<file path="src/rtl/io_ram_arbiter_pkg.sv">
// Shared constants and types for the layer input/output RAM arbiter.
// Requester order is fixed: 0 network sequencer, 1 image loader, 2 result reader.
package io_ram_arbiter_pkg;

    localparam int NUM_REQ   = 3;
    localparam int REQ_NET   = 0;
    localparam int REQ_LOAD  = 1;
    localparam int REQ_READ  = 2;
    localparam int IO_ADDR_W = 10;
    localparam int DATA_W    = 16;
    localparam int IDX_W     = $clog2(NUM_REQ);

    typedef enum logic [0:0] {
        IDLE = 1'b0,
        OWN  = 1'b1
    } arb_state_t;

    typedef logic [IDX_W-1:0] req_idx_t;

    function automatic logic [NUM_REQ-1:0] idx_onehot(input req_idx_t idx);
        logic [NUM_REQ-1:0] v;
        v      = '0;
        v[idx] = 1'b1;
        return v;
    endfunction

endpackage

</file>
<file path="src/rtl/io_ram_arbiter_if.sv">
// Requester-side and RAM-side signals of the IO RAM arbiter.
// master = requesters plus RAM model, slave = the arbiter itself.
interface io_ram_arbiter_if;
    import io_ram_arbiter_pkg::*;

    logic [NUM_REQ-1:0]                req;
    logic [NUM_REQ-1:0]                wren;
    logic [NUM_REQ-1:0][IO_ADDR_W-1:0] address;
    logic [NUM_REQ-1:0][DATA_W-1:0]    d;
    logic [NUM_REQ-1:0]                gnt;
    logic [NUM_REQ-1:0]                rd_valid;
    logic [DATA_W-1:0]                 q;

    logic                              ram_wren;
    logic [IO_ADDR_W-1:0]              ram_address;
    logic [DATA_W-1:0]                 ram_d;
    logic [DATA_W-1:0]                 ram_q;

    modport master (
        output req, wren, address, d, ram_q,
        input  gnt, rd_valid, q, ram_wren, ram_address, ram_d
    );

    modport slave (
        input  req, wren, address, d, ram_q,
        output gnt, rd_valid, q, ram_wren, ram_address, ram_d
    );

endinterface

</file>
<file path="src/rtl/io_ram_arbiter_rr_pick.sv">
// Combinational round-robin picker: first requester with req set,
// searching upward from last+1 and wrapping.
module io_ram_arbiter_rr_pick
    import io_ram_arbiter_pkg::*;
(
    input  logic [NUM_REQ-1:0] req,
    input  req_idx_t           last,
    output req_idx_t           winner,
    output logic               any_valid
);

    req_idx_t           cand [NUM_REQ];
    logic [NUM_REQ-1:0] hit;

    // cand[k] is the requester visited k-th in round-robin order after last
    for (genvar gi = 0; gi < NUM_REQ; gi++) begin : g_cand
        assign cand[gi] = req_idx_t'((int'(last) + gi + 1) % NUM_REQ);
        assign hit[gi]  = req[cand[gi]];
    end

    always_comb begin
        winner    = '0;
        any_valid = 1'b0;
        for (int k = NUM_REQ - 1; k >= 0; k--) begin
            if (hit[k]) begin
                winner    = cand[k];
                any_valid = 1'b1;
            end
        end
    end

endmodule

</file>
<file path="src/rtl/io_ram_arbiter.sv">
// Whole-burst round-robin arbiter for the single port of the layer IO RAM.
// Grants are registered; the RAM port is a combinational mux of the owner's inputs.
module io_ram_arbiter
    import io_ram_arbiter_pkg::*;
#(
    parameter int MAX_BURST = 0
) (
    input  logic             clk,
    input  logic             rst,
    io_ram_arbiter_if.slave  bus
);

    localparam int HOLD_W = (MAX_BURST > 1) ? $clog2(MAX_BURST) : 1;
    localparam logic [HOLD_W-1:0] HOLD_MAX =
        (MAX_BURST > 0) ? HOLD_W'(MAX_BURST - 1) : HOLD_W'(0);

    arb_state_t          state_q, state_d;
    req_idx_t            owner_q, owner_d;
    req_idx_t            last_q, last_d;
    logic [HOLD_W-1:0]   hold_q, hold_d;
    logic [NUM_REQ-1:0]  gnt_q, gnt_d;
    logic [NUM_REQ-1:0]  rd_valid_q, rd_valid_d;

    logic [NUM_REQ-1:0]  pick_req;
    req_idx_t            pick_last;
    req_idx_t            winner;
    logic                any_valid;
    logic                forced;
    logic                owner_done;
    logic [NUM_REQ-1:0]  acc;

    // While owning, the current owner is masked out so any hit is "another pending"
    assign pick_req  = (state_q == OWN) ? (bus.req & ~idx_onehot(owner_q)) : bus.req;
    assign pick_last = (state_q == OWN) ? owner_q : last_q;

    io_ram_arbiter_rr_pick u_rr_pick (
        .req       (pick_req),
        .last      (pick_last),
        .winner    (winner),
        .any_valid (any_valid)
    );

    assign forced     = (MAX_BURST > 0) && (hold_q == HOLD_MAX) && any_valid;
    assign owner_done = !bus.req[owner_q] || forced;

    always_comb begin
        state_d = state_q;
        owner_d = owner_q;
        last_d  = last_q;
        hold_d  = hold_q;
        gnt_d   = gnt_q;
        case (state_q)
            IDLE: begin
                if (any_valid) begin
                    state_d = OWN;
                    owner_d = winner;
                    gnt_d   = idx_onehot(winner);
                    hold_d  = '0;
                end
            end
            OWN: begin
                if (owner_done) begin
                    last_d = owner_q;
                    hold_d = '0;
                    if (any_valid) begin
                        owner_d = winner;
                        gnt_d   = idx_onehot(winner);
                    end else begin
                        state_d = IDLE;
                        gnt_d   = '0;
                    end
                end else if (hold_q != HOLD_MAX) begin
                    // Saturates so a late arrival still preempts a long lone burst
                    hold_d = hold_q + HOLD_W'(1);
                end
            end
            default: begin
                state_d = IDLE;
                gnt_d   = '0;
            end
        endcase
    end

    for (genvar gi = 0; gi < NUM_REQ; gi++) begin : g_acc
        assign acc[gi] = gnt_q[gi] & bus.req[gi];
    end

    always_comb begin
        bus.ram_wren    = 1'b0;
        bus.ram_address = '0;
        bus.ram_d       = '0;
        for (int i = 0; i < NUM_REQ; i++) begin
            if (acc[i]) begin
                bus.ram_wren    = bus.wren[i];
                bus.ram_address = bus.address[i];
                bus.ram_d       = bus.d[i];
            end
        end
    end

    // Read returns are tagged by the issuing requester, not the next owner
    assign rd_valid_d = acc & ~bus.wren;

    always_ff @(posedge clk or posedge rst) begin
        if (rst) begin
            state_q    <= IDLE;
            owner_q    <= '0;
            last_q     <= req_idx_t'(NUM_REQ - 1);
            hold_q     <= '0;
            gnt_q      <= '0;
            rd_valid_q <= '0;
        end else begin
            state_q    <= state_d;
            owner_q    <= owner_d;
            last_q     <= last_d;
            hold_q     <= hold_d;
            gnt_q      <= gnt_d;
            rd_valid_q <= rd_valid_d;
        end
    end

    assign bus.gnt      = gnt_q;
    assign bus.rd_valid = rd_valid_q;
    assign bus.q        = bus.ram_q;

    a_gnt_onehot0: assert property (@(posedge clk) disable iff (rst) $onehot0(gnt_q));

endmodule

</file>
<file path="src/flat_wrapper.sv">
// flat-port wrapper written by rule: the top's interface ports become plain ports
module io_ram_arbiter_flat import io_ram_arbiter_pkg::*;
#(
    parameter int MAX_BURST = 0
)
  (clk, rst, bus_req, bus_wren, bus_address, bus_d, bus_ram_q, bus_gnt, bus_rd_valid, bus_q, bus_ram_wren, bus_ram_address, bus_ram_d);
  io_ram_arbiter_if bus_i ();
  input  logic clk;
  input  logic rst;
  input wire logic [$bits(bus_i.req)-1:0] bus_req;
  input wire logic [$bits(bus_i.wren)-1:0] bus_wren;
  input wire logic [$bits(bus_i.address)-1:0] bus_address;
  input wire logic [$bits(bus_i.d)-1:0] bus_d;
  input wire logic [$bits(bus_i.ram_q)-1:0] bus_ram_q;
  output wire logic [$bits(bus_i.gnt)-1:0] bus_gnt;
  output wire logic [$bits(bus_i.rd_valid)-1:0] bus_rd_valid;
  output wire logic [$bits(bus_i.q)-1:0] bus_q;
  output wire logic [$bits(bus_i.ram_wren)-1:0] bus_ram_wren;
  output wire logic [$bits(bus_i.ram_address)-1:0] bus_ram_address;
  output wire logic [$bits(bus_i.ram_d)-1:0] bus_ram_d;
  assign bus_i.req = bus_req;
  assign bus_i.wren = bus_wren;
  assign bus_i.address = bus_address;
  assign bus_i.d = bus_d;
  assign bus_i.ram_q = bus_ram_q;
  assign bus_gnt = bus_i.gnt;
  assign bus_rd_valid = bus_i.rd_valid;
  assign bus_q = bus_i.q;
  assign bus_ram_wren = bus_i.ram_wren;
  assign bus_ram_address = bus_i.ram_address;
  assign bus_ram_d = bus_i.ram_d;
  io_ram_arbiter #(.MAX_BURST(MAX_BURST)) u_core (.clk(clk), .rst(rst), .bus(bus_i));
endmodule
</file>
<file path="config.mk">
export PLATFORM = sky130hd
export DESIGN_NAME = io_ram_arbiter_flat
export DESIGN_NICKNAME = d
export VERILOG_FILES = /design/src/rtl/io_ram_arbiter_pkg.sv /design/src/rtl/io_ram_arbiter_if.sv /design/src/rtl/io_ram_arbiter_rr_pick.sv /design/src/rtl/io_ram_arbiter.sv /design/src/flat_wrapper.sv
export SDC_FILE = /design/constraint.sdc
export NUM_CORES = 1
export LEC_CHECK = 0
export CAP_MARGIN = 30
export CORE_ASPECT_RATIO = 1.1
export CORE_MARGIN = 1.5
export CORE_UTILIZATION = 29
export CTS_CLUSTER_SIZE = 10
export DETAILED_ROUTE_END_ITERATION = 7
export PLACE_DENSITY_LB_ADDON = 0.15
export SYNTH_ARGS = -nofsm -noshare
export SYNTH_HDL_FRONTEND = slang
export SYNTH_SLANG_ARGS = --single-unit
</file>
<file path="constraint.sdc">
create_clock -name clk -period 2.65 [get_ports clk]
set_input_delay 0.265 -clock clk [delete_from_list [all_inputs] [get_ports clk]]
set_output_delay 0.265 -clock clk [all_outputs]
set_load 0.01 [all_outputs]
</file>
==> results.md <==
- Count leader, synth: nand2_1
- Num rows: 26
- Critical path peak fanout: 17
- Worst Max-Slew Pin Slew: 433.7 ps
- DIE HEIGHT: 76.52 µm
- Syn Std Cell Area: 1425 µm²
- Worst-path cell chain: clkdlybuf4s50_1 -> and2_2 -> nor2_2 -> buf_4 -> a22oi_1 -> o21ai_0 -> clkdlybuf4s50_1
- Clock skew: 4.615 ps
- Total number of yosys warnings: 0
- Max Transition Viols Final: 0
- TritonCTS clock tree: yes
- Worst Path Buf+Inv: 3
- Yosys reg bits: 11
- Crit path DAT: 2150 ps
- Max Buffers Root-to-Sink: 2
- Unrepaired setup endpoints after global routing: false
- Pre-CTS WS: 215.8 ps
- Part of the power in registers: 15.0%
- Net count after synthesis: 300
- Post-synthesis cell type count: 45
- Mapped Cells: 196
- Final period utilization: 91.09%
- Asr flop ratio synth: 100.0%
- Starting Density: 30.42%
- Type of the worst min-delay path: in2async
- Final setup viols: 0
- Top post-synthesis cells by count: nand2_1 (31), o21ai_0 (29), a22oi_1 (27), buf_4 (17), clkbuf_1 (14)
- Sw Ratio: 41.99%
- Post-CTS Setup Bufs: 0
- Fin. Hold Viols: 0
- Comb power frac: 75.9%
- NumNets Final: 402
- Synth Flop Type: dfrtp_1
- Critical path's largest stage delay: 600 ps
- DRT iter0 DRCs: 179
- EDFF count, synth: 0
- Setup crit end kind: output port
- Drc violations: 0
- Grt ovf: 0
- Startpoint types: primary input
- Sequential share of the synthesized area: 19.40%
- Dominant cells by area after synthesis: dfrtp_1 (18%), a22oi_1 (14%), o21ai_0 (10%)
- Post-DP HPWL: 4.314 mm
- Vias in the first global route: 1738
- First-pass GRT wire length: 8.542 mm
- Synth area leader: dfrtp_1
- Critical path class: in2out
- Initial antenna violation count: 0
- Setup WS post-layout: 236.0 ps
- Hold buffer count at CTS: 0
- Gpl congestion: 0.8382
- IO Pins: 151
- Overall Global Routing Usage: 19.40%
- CP most frequent cell: clkdlybuf4s50_1
- Critical path required time: 2380 ps
- Power, Total: 0.001849 W
- Post_cts resized: 0
- Max stage delay cell, worst path: clkdlybuf4s50_1
- Minimum clock period: 2414 ps
- Peak supply drop: 0.2498 mV
- Routed WL per cell: 14.92 µm
- Power Dens Cells: 705.9 nW/µm²
- Share of layout cells above drive strength 1: 9.764%
- Vias per cell: 5.076
- Max Freq: 414.3 MHz
- Layout filler cell count: 462
- Top Family by Delay on Critical Path: buffers and inverters
- Port bufs: 118
- Die width: 69.84 µm
- CTS sink count: 11
- CTS HTree Levels: 1
- Top cell type's share of synthesized area: 17.56%
- Max_cap viols: 0
- Root buf cell: clkbuf_8
- Layout overhead on the synthesized area: 83.85%
- Avg Cell Area, Syn: 7.271 µm²
- Reg clk slew, reported paths: 50 ps
- Clk Latency, worst-skew pair: 240 ps
- Leak pwr: 1.006 nW
- Routed WL: 5.266 mm
- Core footprint: 4684 µm²
- Largest net degree at the start of global routing: 25
- Sw power: 0.0007765 W
- Via count: 1792
- Num CTS Buffers: 3
- First drt pass iteration count: 4
- Routed Antenna Nets: 0
- # diodes: 0
- Clock power frac: 9.2%
- Setup TNS: 0 ps
- P_int: 0.001073 W
- Die Area: 5344 µm²
- Relative slew margins: 71.06%
- Status: finished, final reports clean
-- layout by cell type, fill, tap and decap left out, drive strengths merged, types with 3 or more instances in the layout --
| cell type | instances |
|---|---|
| nor2b | 4 |
| o21ai | 31 |
| mux2i | 3 |
| inv | 7 |
| dfrtp | 10 |
| buf | 13 |
| nor2 | 6 |
| a211oi | 3 |
| and2 | 6 |
| o32ai | 3 |
| clkdlybuf4s50 | 118 |
| clkbuf | 4 |
| a22oi | 27 |
| nand2 | 31 |
-- state kept, by name (all words and copies together) (netlist names) --
name	cells
u_core.bus.gnt	3
u_core.bus.rd_valid	3
u_core.last_q	2
u_core.owner_q	2
u_core.state_q	1
-- cell type report --
| type | count | area (µm²) | share of cell area [%] |
|---|---|---|---|
| repair buffers | 131 | 1279 | 48.81 |
| multi-input cells | 144 | 923.4 | 35.24 |
| flip-flops and latches | 11 | 276.5 | 10.55 |
| well taps | 56 | 70.07 | 2.674 |
| clock buffers | 4 | 45.04 | 1.719 |
| inverters | 7 | 26.28 | 1.003 |
-- metrics by stage --
stage               cell area (µm²)  util (%)  instances  hold WS, ps
finish                         2620     55.93        353        321.4
global route                   2620     55.93        353        362.7
CTS                            2620     55.93        353        336.8
detailed placement             2575     54.97        349        515.1
global placement               2575     54.97        349        493.9
floorplan                      1425         -        196        116.7
-- worst paths after layout --
path,from,endpoint,slack (ps),cells past startpoint
min in group clk,u_core.last_q[0],u_core.last_q[0],520,1
max in group asynchronous,rst,u_core.last_q[1],2000,2
setup / recovery,bus_req[1],bus_ram_d[13],240,7
hold / removal,rst,u_core.bus.gnt[1],320,2
hold reg to reg,u_core.last_q[0],u_core.last_q[0],520,1
setup reg to reg,u_core.state_q,u_core.owner_q[0],260,9
-- power groups by stage --
stage | combinational (W) | clock [W] | sequential (W)
global route | 0.00153 | 0.000182 | 0.000287
detailed placement | 0.00141 | 0 | 0.000284
floorplan | 0.000839 | 0 | 0.000269
global placement | 0.00139 | 0 | 0.000279
CTS | 0.00141 | 0.000172 | 0.000281
finish | 0.00140 | 0.000170 | 0.000277
-- routing by layer --
layer	routed length [µm]	global-route usage [%]
met5	0	0
met4	31	2.885
met3	497	7.143
met2	2676	34.10
met1	2061	22.89
-- cells by family (layout without fill, tap and decap cells) --
family                     after synthesis  in the layout  share of synthesized area (%)
AOI/OAI and AO/OA                       78             78                          37.23
adders and majority gates                2              2                          1.756
buffers and inverters                   41            142                          15.98
DFF                                     11             11                          19.40
muxes                                    4              4                          2.897
and+or+nand+nor                         60             60                          22.74
Note: power is estimated with default switching activity, not from simulation.
==> RTL edit: new RTL, same flow settings <==
The package constant `IO_ADDR_W` goes from 10 to 9.
--- a/src/rtl/io_ram_arbiter_pkg.sv
+++ b/src/rtl/io_ram_arbiter_pkg.sv
@@ -7,5 +7,5 @@
     localparam int REQ_LOAD  = 1;
     localparam int REQ_READ  = 2;
-    localparam int IO_ADDR_W = 10;
+    localparam int IO_ADDR_W = 9;
     localparam int DATA_W    = 16;
     localparam int IDX_W     = $clog2(NUM_REQ);
Ports: changed (resized bus_address and bus_ram_address); port bits go from 151 to 147. The function was not compared with the original's and may differ.
==> RTL edit against the unedited design <==
- synthesized area is 0.79% lower
- global-route usage rose by 0.63 points
- synthesized cell count shrank 1.5%
- worst setup slack lost 0.061 ns
- sequential cell count stayed put
- worst hold slack better by 0.0042 ns
- routed wire length fell by 0.63%
- critical path type is now reg2reg
- sequential power is essentially flat
- power down 0.66%
- final area decreased by 2.1%
- clock skew is 0.0023 ns lower
- largest cell class unchanged
- die area shrank 0.76%
- critical path depth increased by 2
- first-iteration DRC count shrank 50%
==> RTL edit: results (changes against the unedited design) <==
* GR Layer Usage met2: 36.83% (+2.7 points)
- The fraction of area in multi-input gates came to 35.35% (+0.11 points).
* Standard cell with the maximum stage delay on the critical path: dfrtp_1
- The worst setup slack for register-to-register paths is 0.17 ns (-0.09 ns).
* Distinct cells, synth: 46 (+2.2%)
* Iter 0 DRT Violations: 89 (-50%)
- Drt via density: 5.082 (+0.10%)
* Non-clock buffer count: 124 (-5.3%)
* Final critical-path required period: 2.475 ns (+0.06118 ns)
* Top cell types by occurrence after synthesis: nand2_1 (30), o21ai_0 (28), a22oi_1 (26), buf_4 (17), clkbuf_1 (12)
* PortBufs: 114 (-3.4%)
* Pin count of the biggest net entering global routing: 53 (+110%)
- Layout net count: 389 (-3.2%)
* Arrival time at the worst endpoint: 2.60 ns (+0.45 ns)
- The flow ran to the end, and the final reports show no timing, DRC or antenna violations.
- The delay of the slowest critical-path stage came to 0.45 ns (-0.15 ns).
- Endpoint kind of the worst setup timing path: register
- Leakage: 0.9770 nW (-2.9%)
- The number of nets in the synthesized netlist came to 294 (-2.0%).
- The peak fanout along the critical path came to 10 (-7).
- The overall via count from detail_route came to 1743 (-2.7%).
* Fraction of met3 tracks used by global routing: 4.894% (-2.2 points)
* DP Cell Count: 339 (-2.9%)
* Sequential share of the synthesized area: 19.56% (+0.15 points)
* Worst max-slew margin expressed relative to the limit: 71.72% (+0.67 points)
- Max VDD drop: 209.8 µV (-16%)
* Vias in the first global route: 1818 (+4.6%)
- The share of synthesized area spent on multiplexers is 2.920% (+0.023 points).
- STA classifies the critical path startpoint as a register.
* Synthesized-area fraction occupied by ao, oa, aoi and oai cells: 36.64% (-0.59 points)
* Average cell area after synthesis: 7.326 µm² (+0.75%)
- The last weighted congestion value of the routability-driven placer is 0.8353 (-0.35%).
- The clock skew after layout is 0.002302 ns (-0.002313 ns).
- Multi-input gates: 141 (-2.1%)
- Share of cell area taken by flip-flops and latches: 10.78% (+0.22 points)
* Clock-cell share of area: 1.755% (+0.036 points)
- Non-clock buffer contribution to total cell area: 48.37% (-0.44 points)
* Fillcell total: 459 (-0.65%)
- Met1 track utilization from global routing: 23.16% (+0.27 points)
* Overall global routing resource usage: 20.03% (+0.63 points)
* Synthesized-area fraction occupied by adder cells: 1.770% (+0.014 points)
- The ratio of cells with drive above 1 in the final layout came to 9.059% (-0.71 points).
* Average detailed-routed wire length per instance: 15.26 µm (+2.3%)
- Top Family by Delay on Critical Path: compound AO/OA/AOI/OAI gates
==> RTL edit: changes by cell type after synthesis, sizes merged <==
cell / delta
clkbuf: -2
buf: +2
a22oi: -1
o21ai: -1
nand2: -1
==> RTL edit: metrics by stage <==
step / area, µm² / utilization, % / hold slack [ns] / total power, mW
global placement: 2521 / 54.20 / 0.4962 / 1.659
floorplan: 1414 / - / 0.1167 / 1.103
finish: 2566 / 55.16 / 0.3256 / 1.837
global route: 2566 / 55.16 / 0.3812 / 1.980
CTS: 2566 / 55.16 / 0.3446 / 1.842
detailed placement: 2521 / 54.20 / 0.4987 / 1.668
==> RTL edit: where the power goes <==
part	internal [mW]	switching [mW]	total, mW
Clock	0.106	0.0621	0.168
Combinational	0.727	0.666	1.39
Sequential	0.231	0.0460	0.277
==> RTL edit: metal layers <==
| layer | part of all wire (%) | up-vias |
|---|---|---|
| met3 | 6.8 | 4 |
| met5 | 0 | - |
| met4 | 0.59 | 0 |
| li1 | - | 870 |
| met1 | 40 | 795 |
| met2 | 53 | 74 |
